File: config.mk
export PLATFORM = sky130hd
export DESIGN_NAME = teclado_emulador
export DESIGN_NICKNAME = d
export VERILOG_FILES = /design/src/rtl/teclado_emulador.sv
export SDC_FILE = /design/constraint.sdc
export NUM_CORES = 1
export LEC_CHECK = 0
export CAP_MARGIN = 20
export CORE_MARGIN = 2
export CORE_UTILIZATION = 35
export CTS_CLUSTER_DIAMETER = 150
export DETAILED_ROUTE_END_ITERATION = 12
export GPL_TIMING_DRIVEN = 1
export SLEW_MARGIN = 20
export SYNTH_ARGS = -nofsm -noshare
export SYNTH_HDL_FRONTEND = slang
export SYNTH_SLANG_ARGS = --single-unit
File: constraint.sdc
create_clock -name clk -period 7.8 [get_ports clk]
set_input_delay 1.17 -clock clk [delete_from_list [all_inputs] [get_ports clk]]
set_output_delay 1.17 -clock clk [all_outputs]
set_load 0.03 [all_outputs]
File: src/rtl/teclado_emulador.sv
// teclado_emulador: emulates a pressed key on a scanned 4x4 matrix, with timed bounce and hold phases.
// The column follows the row scan combinationally while the internal contact is closed.
module teclado_emulador #(
    parameter int BOUNCE_LEN = 3,
    parameter int SYNC_ROW   = 1,
    parameter int HOLD_W     = 16
) (
    input  logic              clk,
    input  logic              rst,
    input  logic [3:0]        lin_matriz,
    output logic [3:0]        col_matriz,
    input  logic              cmd_valid,
    input  logic [3:0]        cmd_key,
    input  logic [HOLD_W-1:0] cmd_hold,
    input  logic [3:0]        cmd_bounce,
    input  logic              cmd_abort,
    output logic              cmd_ready,
    output logic              busy,
    output logic              done
);
    localparam int SW = BOUNCE_LEN > 1 ? $clog2(BOUNCE_LEN) : 1;
    localparam logic [SW-1:0] SEG_LAST = SW'(BOUNCE_LEN - 1);
    typedef enum logic [2:0] {IDLE, WAIT_ROW, BOUNCE_IN, HOLD, BOUNCE_OUT} state_t;
    state_t            state;
    logic              contact;
    logic [3:0]        key_r, bounce_r, pairs, nb;
    logic [HOLD_W-1:0] hold_r, hold_cnt, hl, hold_ld;
    logic [SW-1:0]     seg;
    logic              seg_end, go;

    assign cmd_ready  = state == IDLE;
    assign busy       = ~cmd_ready;
    assign col_matriz = contact && !lin_matriz[key_r[3:2]] ? ~(4'b0001 << key_r[1:0]) : 4'b1111;
    // In IDLE the command is not latched yet, so closing straight away reads the inputs
    assign nb         = cmd_ready ? cmd_bounce : bounce_r;
    assign hl         = cmd_ready ? cmd_hold : hold_r;
    assign hold_ld    = hl == '0 ? '0 : hl - 1'b1;
    assign seg_end    = seg == SEG_LAST;
    assign go         = cmd_ready ? cmd_valid && SYNC_ROW == 0 : state == WAIT_ROW && !lin_matriz[key_r[3:2]];

    always_ff @(posedge clk or negedge rst) begin
        if (!rst) begin
            state    <= IDLE;
            contact  <= 1'b0;
            done     <= 1'b0;
            key_r    <= '0;
            hold_r   <= '0;
            bounce_r <= '0;
            pairs    <= '0;
            hold_cnt <= '0;
            seg      <= '0;
        end else begin
            done <= 1'b0;
            if (cmd_ready && cmd_valid) begin
                key_r    <= cmd_key;
                hold_r   <= cmd_hold;
                bounce_r <= cmd_bounce;
            end
            if (!cmd_ready && cmd_abort) begin
                state   <= IDLE;
                contact <= 1'b0;
            end else if (go) begin
                state    <= nb == 4'd0 ? HOLD : BOUNCE_IN;
                contact  <= 1'b1;
                seg      <= '0;
                pairs    <= nb;
                hold_cnt <= hold_ld;
            end else begin
                case (state)
                    IDLE: if (cmd_valid) state <= WAIT_ROW;
                    BOUNCE_IN: begin
                        seg      <= seg_end ? '0 : seg + 1'b1;
                        hold_cnt <= hold_ld;
                        if (seg_end) begin
                            contact <= ~contact;
                            if (!contact) begin
                                pairs <= pairs - 1'b1;
                                if (pairs == 4'd1) state <= HOLD;
                            end
                        end
                    end
                    HOLD: begin
                        if (hold_cnt != '0) hold_cnt <= hold_cnt - 1'b1;
                        else begin
                            contact <= 1'b0;
                            seg     <= '0;
                            pairs   <= bounce_r;
                            state   <= bounce_r == 4'd0 ? IDLE : BOUNCE_OUT;
                            done    <= bounce_r == 4'd0;
                        end
                    end
                    BOUNCE_OUT: begin
                        seg <= seg_end ? '0 : seg + 1'b1;
                        if (seg_end) begin
                            contact <= ~contact;
                            if (contact) begin
                                pairs <= pairs - 1'b1;
                                if (pairs == 4'd1) begin
                                    state <= IDLE;
                                    done  <= 1'b1;
                                end
                            end
                        end
                    end
                    default: ;
                endcase
            end
        end
    end
endmodule

==> results of run 1 <==
==> per-layer routing <==
metal | track usage | routed length (µm) | vias up
met5 | 0 | 0 | -
met4 | 0.0461 | 130 | 0
met3 | 0.0172 | 237 | 11
met2 | 0.250 | 3960 | 51
met1 | 0.234 | 4540 | 1516
li1 | - | - | 1579
==> stage by stage <==
step	utilization	power [mW]	hold WS (ns)	std cells	setup slack, ns
3_3_place_gp	0.401	1.34	0.507	568	3.38
5_1_grt	0.409	1.64	0.557	576	3.29
4_1_cts	0.409	1.52	0.533	576	3.34
2_1_floorplan	-	1.17	0.484	411	4.29
3_5_place_dp	0.401	1.36	0.511	568	3.35
6_report	0.409	1.51	0.525	576	3.36
==> final timing paths <==
kind | start | endpoint | slack (ns) | cells after the start
min in group asynchronous | rst | key_r[3]$_DFFE_PN0P_ | 0.97 | 2
hold / removal | key_r[3]$_DFFE_PN0P_ | key_r[3]$_DFFE_PN0P_ | 0.52 | 1
hold reg to reg | key_r[3]$_DFFE_PN0P_ | key_r[3]$_DFFE_PN0P_ | 0.52 | 1
max in group asynchronous | rst | state[0]$_DFFE_PN0P_ | 6.38 | 2
setup / recovery | lin_matriz[2] | col_matriz[0] | 3.36 | 5
setup reg to reg | state[2]$_DFFE_PN0P_ | hold_cnt[0]$_DFFE_PN0P_ | 4.18 | 10
==> sequential cells by signal, summed over array words and instances, names as in the netlist <==
signal and flops:
state 3, bounce_r 4, key_r 4, done 1, hold_cnt 16, pairs 4
contact 1, hold_r 16, seg 2
==> logic make-up after synthesis <==
family / Yosys count / share of synthesized area
adder cells (fa/ha/maj): 5 / 0.0171
multiplexers: 42 / 0.128
XOR/XNOR: 11 / 0.0264
flip-flops: 51 / 0.349
buffers and inverters: 32 / 0.0479
AO/OA/AOI/OAI: 99 / 0.184
AND/OR/NAND/NOR: 171 / 0.247
==> layout make-up <==
cell class / instances / share of cell area
clock buffers: 5 / 0.0164
multi-input cells: 328 / 0.526
inverters: 13 / 0.0147
well taps: 136 / 0.0407
flip-flops and latches: 51 / 0.305
repair buffers: 40 / 0.0933
clock inverters: 3 / 0.00359
==> Yosys cell counts (2+ instances only) <==
cell type / count / area (µm²)
sky130_fd_sc_hd__a211oi_1: 2 / 15.0
sky130_fd_sc_hd__a211oi_2: 2 / 25.0
sky130_fd_sc_hd__a21boi_0: 2 / 15.0
sky130_fd_sc_hd__a21oi_1: 22 / 110
sky130_fd_sc_hd__a22oi_1: 3 / 22.5
sky130_fd_sc_hd__a311oi_1: 7 / 61.3
sky130_fd_sc_hd__a31oi_1: 3 / 18.8
sky130_fd_sc_hd__a32oi_1: 2 / 17.5
sky130_fd_sc_hd__and2_4: 2 / 17.5
sky130_fd_sc_hd__and3_1: 2 / 12.5
sky130_fd_sc_hd__buf_2: 4 / 20.0
sky130_fd_sc_hd__buf_4: 2 / 15.0
sky130_fd_sc_hd__buf_6: 4 / 45.0
sky130_fd_sc_hd__clkbuf_1: 8 / 30.0
sky130_fd_sc_hd__dfrtp_1: 51 / 1280
sky130_fd_sc_hd__ha_1: 5 / 62.6
sky130_fd_sc_hd__inv_1: 12 / 45.0
sky130_fd_sc_hd__mux2_2: 28 / 315
sky130_fd_sc_hd__mux2i_1: 13 / 130
sky130_fd_sc_hd__nand2_1: 38 / 143
sky130_fd_sc_hd__nand2b_1: 3 / 18.8
sky130_fd_sc_hd__nand3_1: 14 / 70.1
sky130_fd_sc_hd__nand3b_1: 4 / 30.0
sky130_fd_sc_hd__nand4_1: 3 / 18.8
sky130_fd_sc_hd__nand4b_1: 2 / 17.5
sky130_fd_sc_hd__nor2_1: 42 / 158
sky130_fd_sc_hd__nor2b_1: 4 / 25.0
sky130_fd_sc_hd__nor3_1: 21 / 105
sky130_fd_sc_hd__nor3b_1: 2 / 15.0
sky130_fd_sc_hd__nor4_1: 10 / 62.6
sky130_fd_sc_hd__o211ai_1: 5 / 37.5
sky130_fd_sc_hd__o21a_1: 5 / 37.5
sky130_fd_sc_hd__o21ai_0: 22 / 110
sky130_fd_sc_hd__o21ai_1: 3 / 15.0
sky130_fd_sc_hd__o21ai_2: 2 / 17.5
sky130_fd_sc_hd__o31a_1: 3 / 26.3
sky130_fd_sc_hd__o31ai_1: 5 / 37.5
sky130_fd_sc_hd__o41ai_1: 2 / 17.5
sky130_fd_sc_hd__or2_2: 5 / 31.3
sky130_fd_sc_hd__or3_1: 4 / 25.0
sky130_fd_sc_hd__or4_1: 4 / 30.0
sky130_fd_sc_hd__xnor2_1: 7 / 61.3
sky130_fd_sc_hd__xor2_1: 4 / 35.0
==> power by group through the flow <==
stage | clock [mW] | combinational, mW | sequential [mW]
after floorplan | 0 | 0.679 | 0.494
after global placement | 0 | 0.802 | 0.541
after detailed placement | 0 | 0.811 | 0.547
after CTS | 0.160 | 0.815 | 0.542
after global routing | 0.167 | 0.902 | 0.567
final | 0.153 | 0.813 | 0.545
==> results.cfg, run 1 <==
[detailed_routing]
dr.first_iter.drc_count = 198
post_drt_wl_per_cell_um = 15.4
drt.antenna.violating_nets = 0
dr.pass1.iters = 4
drt-total-wl_um = 8870
avgViaCountPerCell = 5.48
detailed_route_via_count = 3157
post-route-drc-count = 0

[synth]
synth_nets = 448
synth_area_um2 = 3650
edff_count_synth = 0
yosysWarningCount = 0
yosys_register_bits = 51
synth-async-reset-ratio = 1.00
syn_avg_cell_area_um2 = 8.89
synth-main-ff-cell = sky130_fd_sc_hd__dfrtp_1
netlist-cell-type-count = 66
postSynthCellCount = 411
synth-seq-area-share = 0.349

[worst_setup_path]
cp_slowest_cell = sky130_fd_sc_hd__clkdlybuf4s50_1
crit_fanout = 9
timing.critical_path.arrival_ns = 3.27
critical_path_class = input port to primary output
worstPathBufferInverterCount = 2
critical_path.startpoint_type = input port
setup.worst_path.end_class = primary output
worst_path_dominant_cell_family = buffers and inverters
critical_path.cell_chain = clkdlybuf4s50_1 > mux4_2 > nand2b_1 > or3_1 > clkdlybuf4s50_1
timing.critical_path.required_ns = 6.63
timing.critical_path.slowest_cell_delay_ns = 0.59
critPathMostFrequentCell = sky130_fd_sc_hd__clkdlybuf4s50_1

[cts]
ctsRootBufferMaster = sky130_fd_sc_hd__clkbuf_8
cts_inserted_buffers = 5
cts_sinks = 51
cts_repair_resize_count = 0
holdBufCountCts = 0
cts.reportedPaths.clkPinSlew_ns = 0.09
clk_path_buf_depth = 2
clk_latency_ns = 0.31
tritoncts = done
number_of_post_cts_setup_repair_buffers = 0
cts_htree_levels = 2

[die]
top_level_ports = 39
fp.dieH_um = 106
floorplan.die_area_um2 = 11300
rows = 37
floorplan.die.width_um = 106
core_ar_um2 = 10200
start_util = 0.357

[power_and_ir_drop]
net-switching-power_mw = 0.694
power.share.switching = 0.460
ir_worst_vdd_v = 0.000168
power.internal_mw = 0.816
power.clock.fraction = 0.101
leakagePower_nw = 1.59
p_seq_frac = 0.361
power_density_nw_per_um2 = 361
power_frac_comb = 0.538

[timing]
unrepaired_setup_endpoints_after_global_routing = no
max_freq_mhz = 225
setup-violations-final = 0
hold_viol_final = 0
max-slew-margin-rel = 0.340
period_needed_ns = 4.44
timing_max_transition_violations_final = 0
worstMarginPinSlew_ns = 0.989
clock-skew-final_ns = 0.0114
setup_tns_final_ns = 0
final_period_util = 0.569

[finish]
post_route_cells_drive_above_1_share = 0.136
final_area_um2 = 4180
final-seq-area_um2 = 1280
most-common-layout-cells = sky130_fd_sc_hd__dfrtp_1 (51), sky130_fd_sc_hd__nor2_1 (42), sky130_fd_sc_hd__nand2_1 (38), sky130_fd_sc_hd__clkdlybuf4s50_1 (37), sky130_fd_sc_hd__mux2_2 (28)
nets = 476
diodes = 0
fillers = 1000
area_occupied_by_multi_input_gates_um2 = 2200
most_frequent_standard_cell_in_the_layout_excluding_fill_and_tap_cells = sky130_fd_sc_hd__dfrtp_1
areaGrowthSynthToFinish_pct = 14.5

[placement]
dp.final_hpwl_um = 6510
portBuffers = 38
total_placed_instance_area_um2 = 4100
gpl.final_weighted_congestion = 0.844

[status]
status = finished, final reports clean

[global_route]
global_route_wire_length_before_repair_um = 14800
grt_pass1_vias = 2989
grt_use_total = 0.160
overall_overflow_remaining_after_global_route = 0
grt_antenna_before_repair = 0
largest_net_degree_at_the_start_of_global_routing = 52

[worst_hold_path]
hold_path.class = register to register

[flow_run]
drv_cap = 0
Power figures use the tool's default switching activity.
==> run 2, diff against run 1 <==
Clock period 7.8 ns to 4.1 ns, I/O delays scaled along.
==> run 2 against run 1 <==
  * Clock power rose by 90%
  * Routed wire length rose by 2.6%
  * Design area barely moved
  * Cell count did not move
  * Critical path depth rose by 5
  * Sequential power rose by 89%
  * Critical path type is now register to register
  * Critical endpoint is now hold_cnt[0]$_DFFE_PN0P_
  * Highest routed layer unchanged
==> results.cfg, run 2 (synthesized netlist as in run 1, its figures left out) <==
[cts]
cts_inserted_buffers = 5
tritoncts = done
cts.reportedPaths.clkPinSlew_ns = 0.10
cts_sinks = 51
clk_latency_ns = 0.31
holdBufCountCts = 0
number_of_post_cts_setup_repair_buffers = 0
cts_htree_levels = 2
clk_path_buf_depth = 2
ctsRootBufferMaster = sky130_fd_sc_hd__clkbuf_8
cts_repair_resize_count = 0

[flow_run]
drv_cap = 0

[finish]
most-common-layout-cells = sky130_fd_sc_hd__dfrtp_1 (51), sky130_fd_sc_hd__nor2_1 (42), sky130_fd_sc_hd__nand2_1 (38), sky130_fd_sc_hd__clkdlybuf4s50_1 (37), sky130_fd_sc_hd__mux2_2 (28)
nets = 476
fillers = 997
diodes = 0
post_route_cells_drive_above_1_share = 0.132
most_frequent_standard_cell_in_the_layout_excluding_fill_and_tap_cells = sky130_fd_sc_hd__dfrtp_1
area_occupied_by_multi_input_gates_um2 = 2200
areaGrowthSynthToFinish_pct = 14.5
biggestRegsByFlops = hold_cnt: 16 flops, hold_r: 16 flops
final-seq-area_um2 = 1280

[power_and_ir_drop]
power_frac_comb = 0.541
p_seq_frac = 0.358
leakagePower_nw = 1.58
ir_worst_vdd_v = 0.000285
power_density_nw_per_um2 = 691
power.share.switching = 0.462
net-switching-power_mw = 1.33
power.internal_mw = 1.55
power.clock.fraction = 0.101

[timing]
final_period_util = 0.854
timing_max_transition_violations_final = 0
clock-skew-final_ns = 0.0124
worstMarginPinSlew_ns = 0.951
period_needed_ns = 3.50
max-slew-margin-rel = 0.366
finalWorstSetupSlack_ns = 0.601
max_freq_mhz = 286
unrepaired_setup_endpoints_after_global_routing = no
setup_tns_final_ns = 0
setup-violations-final = 0
hold_viol_final = 0

[worst_setup_path]
ff2ff_path_depth = 10
timing.critical_path.required_ns = 4.29
crit_fanout = 33
worstReg2RegStart = state[1]$_DFFE_PN0P_
r2r_end = hold_cnt[0]$_DFFE_PN0P_
critical_path_class = register to register
setup.worst_path.end_class = register
critical_path.startpoint_type = register
worst-r2r-setup-slack_ns = 0.60
timing.critical_path.arrival_ns = 3.69

[global_route]
grt_pass1_vias = 3100
overall_overflow_remaining_after_global_route = 0
grt_use_total = 0.171
largest_net_degree_at_the_start_of_global_routing = 34
global_route_wire_length_before_repair_um = 15600
grt_antenna_before_repair = 0

[placement]
portBuffers = 38
dp.final_hpwl_um = 6770
gpl.final_weighted_congestion = 0.864
pre_cts_ws_ns = 0.639

[die]
floorplan.die_area_um2 = 11300
core_ar_um2 = 10200
start_util = 0.357
floorplan.die.width_um = 106
fp.dieH_um = 106
top_level_ports = 39
rows = 37

[detailed_routing]
dr.first_iter.drc_count = 286
dr.pass1.iters = 5
avgViaCountPerCell = 5.63
drt-total-wl_um = 9100
post-route-drc-count = 0
detailed_route_via_count = 3244
drt.antenna.violating_nets = 0
post_drt_wl_per_cell_um = 15.8

[worst_hold_path]
hold_path.class = input port to asynchronous set/reset pin

[status]
status = finished, final reports clean
run 2: changes by cell type in the layout (fill, tap and decap cells not counted):
cell	delta
sky130_fd_sc_hd__clkbuf_1	+2
sky130_fd_sc_hd__clkinv_2	-2
run 2: how the worst max path moves through the flow:
stage | depth (start not counted) | to | start | slack (ns)
2_1_floorplan | 16 | hold_cnt[0]$_DFFE_PN0P_ | state[1]$_DFFE_PN0P_ | 0.67
3_3_place_gp | 10 | hold_cnt[0]$_DFFE_PN0P_ | state[2]$_DFFE_PN0P_ | 0.70
3_5_place_dp | 10 | hold_cnt[0]$_DFFE_PN0P_ | state[2]$_DFFE_PN0P_ | 0.64
4_1_cts | 10 | hold_cnt[0]$_DFFE_PN0P_ | state[2]$_DFFE_PN0P_ | 0.63
5_1_grt | 10 | hold_cnt[0]$_DFFE_PN0P_ | state[1]$_DFFE_PN0P_ | 0.40
6_report | 10 | hold_cnt[0]$_DFFE_PN0P_ | state[1]$_DFFE_PN0P_ | 0.60
run 2: critical path, cell delays in order, from the launching register on:
cell and delay, ns:
sky130_fd_sc_hd__dfrtp_1 0.56, sky130_fd_sc_hd__or3_1 0.53, sky130_fd_sc_hd__clkinv_8 0.18, sky130_fd_sc_hd__mux2i_1 0.28, sky130_fd_sc_hd__ha_1 0.31, sky130_fd_sc_hd__nor3b_2 0.36, sky130_fd_sc_hd__nand3_4 0.11, sky130_fd_sc_hd__and2_4 0.18
sky130_fd_sc_hd__or3_1 0.53, sky130_fd_sc_hd__a32oi_1 0.26, sky130_fd_sc_hd__o21ai_1 0.08
run 2: stage by stage:
step           power, mW   util  hold slack [ns]  cells  area (µm²)
2_1_floorplan       2.23      -            0.319    411        3650
3_3_place_gp        2.57  0.401            0.504    568        4100
3_5_place_dp        2.59  0.401            0.515    568        4100
4_1_cts             2.90  0.409            0.392    576        4180
5_1_grt             3.16  0.409            0.430    576        4180
6_report            2.89  0.409            0.375    576        4180
run 2: power by group through the flow:
stage          Sequential, mW  Combinational [mW]  Clock [mW]
6_report                 1.03                1.56       0.291
5_1_grt                  1.08                1.75       0.324
4_1_cts                  1.03                1.56       0.306
3_5_place_dp             1.04                1.56           0
3_3_place_gp             1.03                1.54           0
2_1_floorplan           0.939                1.29           0
run 2: per-layer routing:
metal	GRT usage	wire, µm
met1	0.242	4480
met2	0.270	4210
met4	0.0489	122
met3	0.0264	281
met5	0	0
run 2: final cells by class:
type | count | share of cell area
inverters | 13 | 0.0147
repair buffers | 40 | 0.0934
multi-input cells | 328 | 0.527
flip-flops and latches | 51 | 0.305
clock buffers | 7 | 0.0183
well taps | 136 | 0.0407
clock inverters | 1 | 0.00120
==> run 3, diff against run 2 <==
Settings changed: CTS_CLUSTER_SIZE from default to 25, HOLD_SLACK_MARGIN from default to 0.06, SETUP_SLACK_MARGIN from default to 0.05.
==> results of run 3 <==
The final DEF is identical to that of run 2; final timing and power are the same.
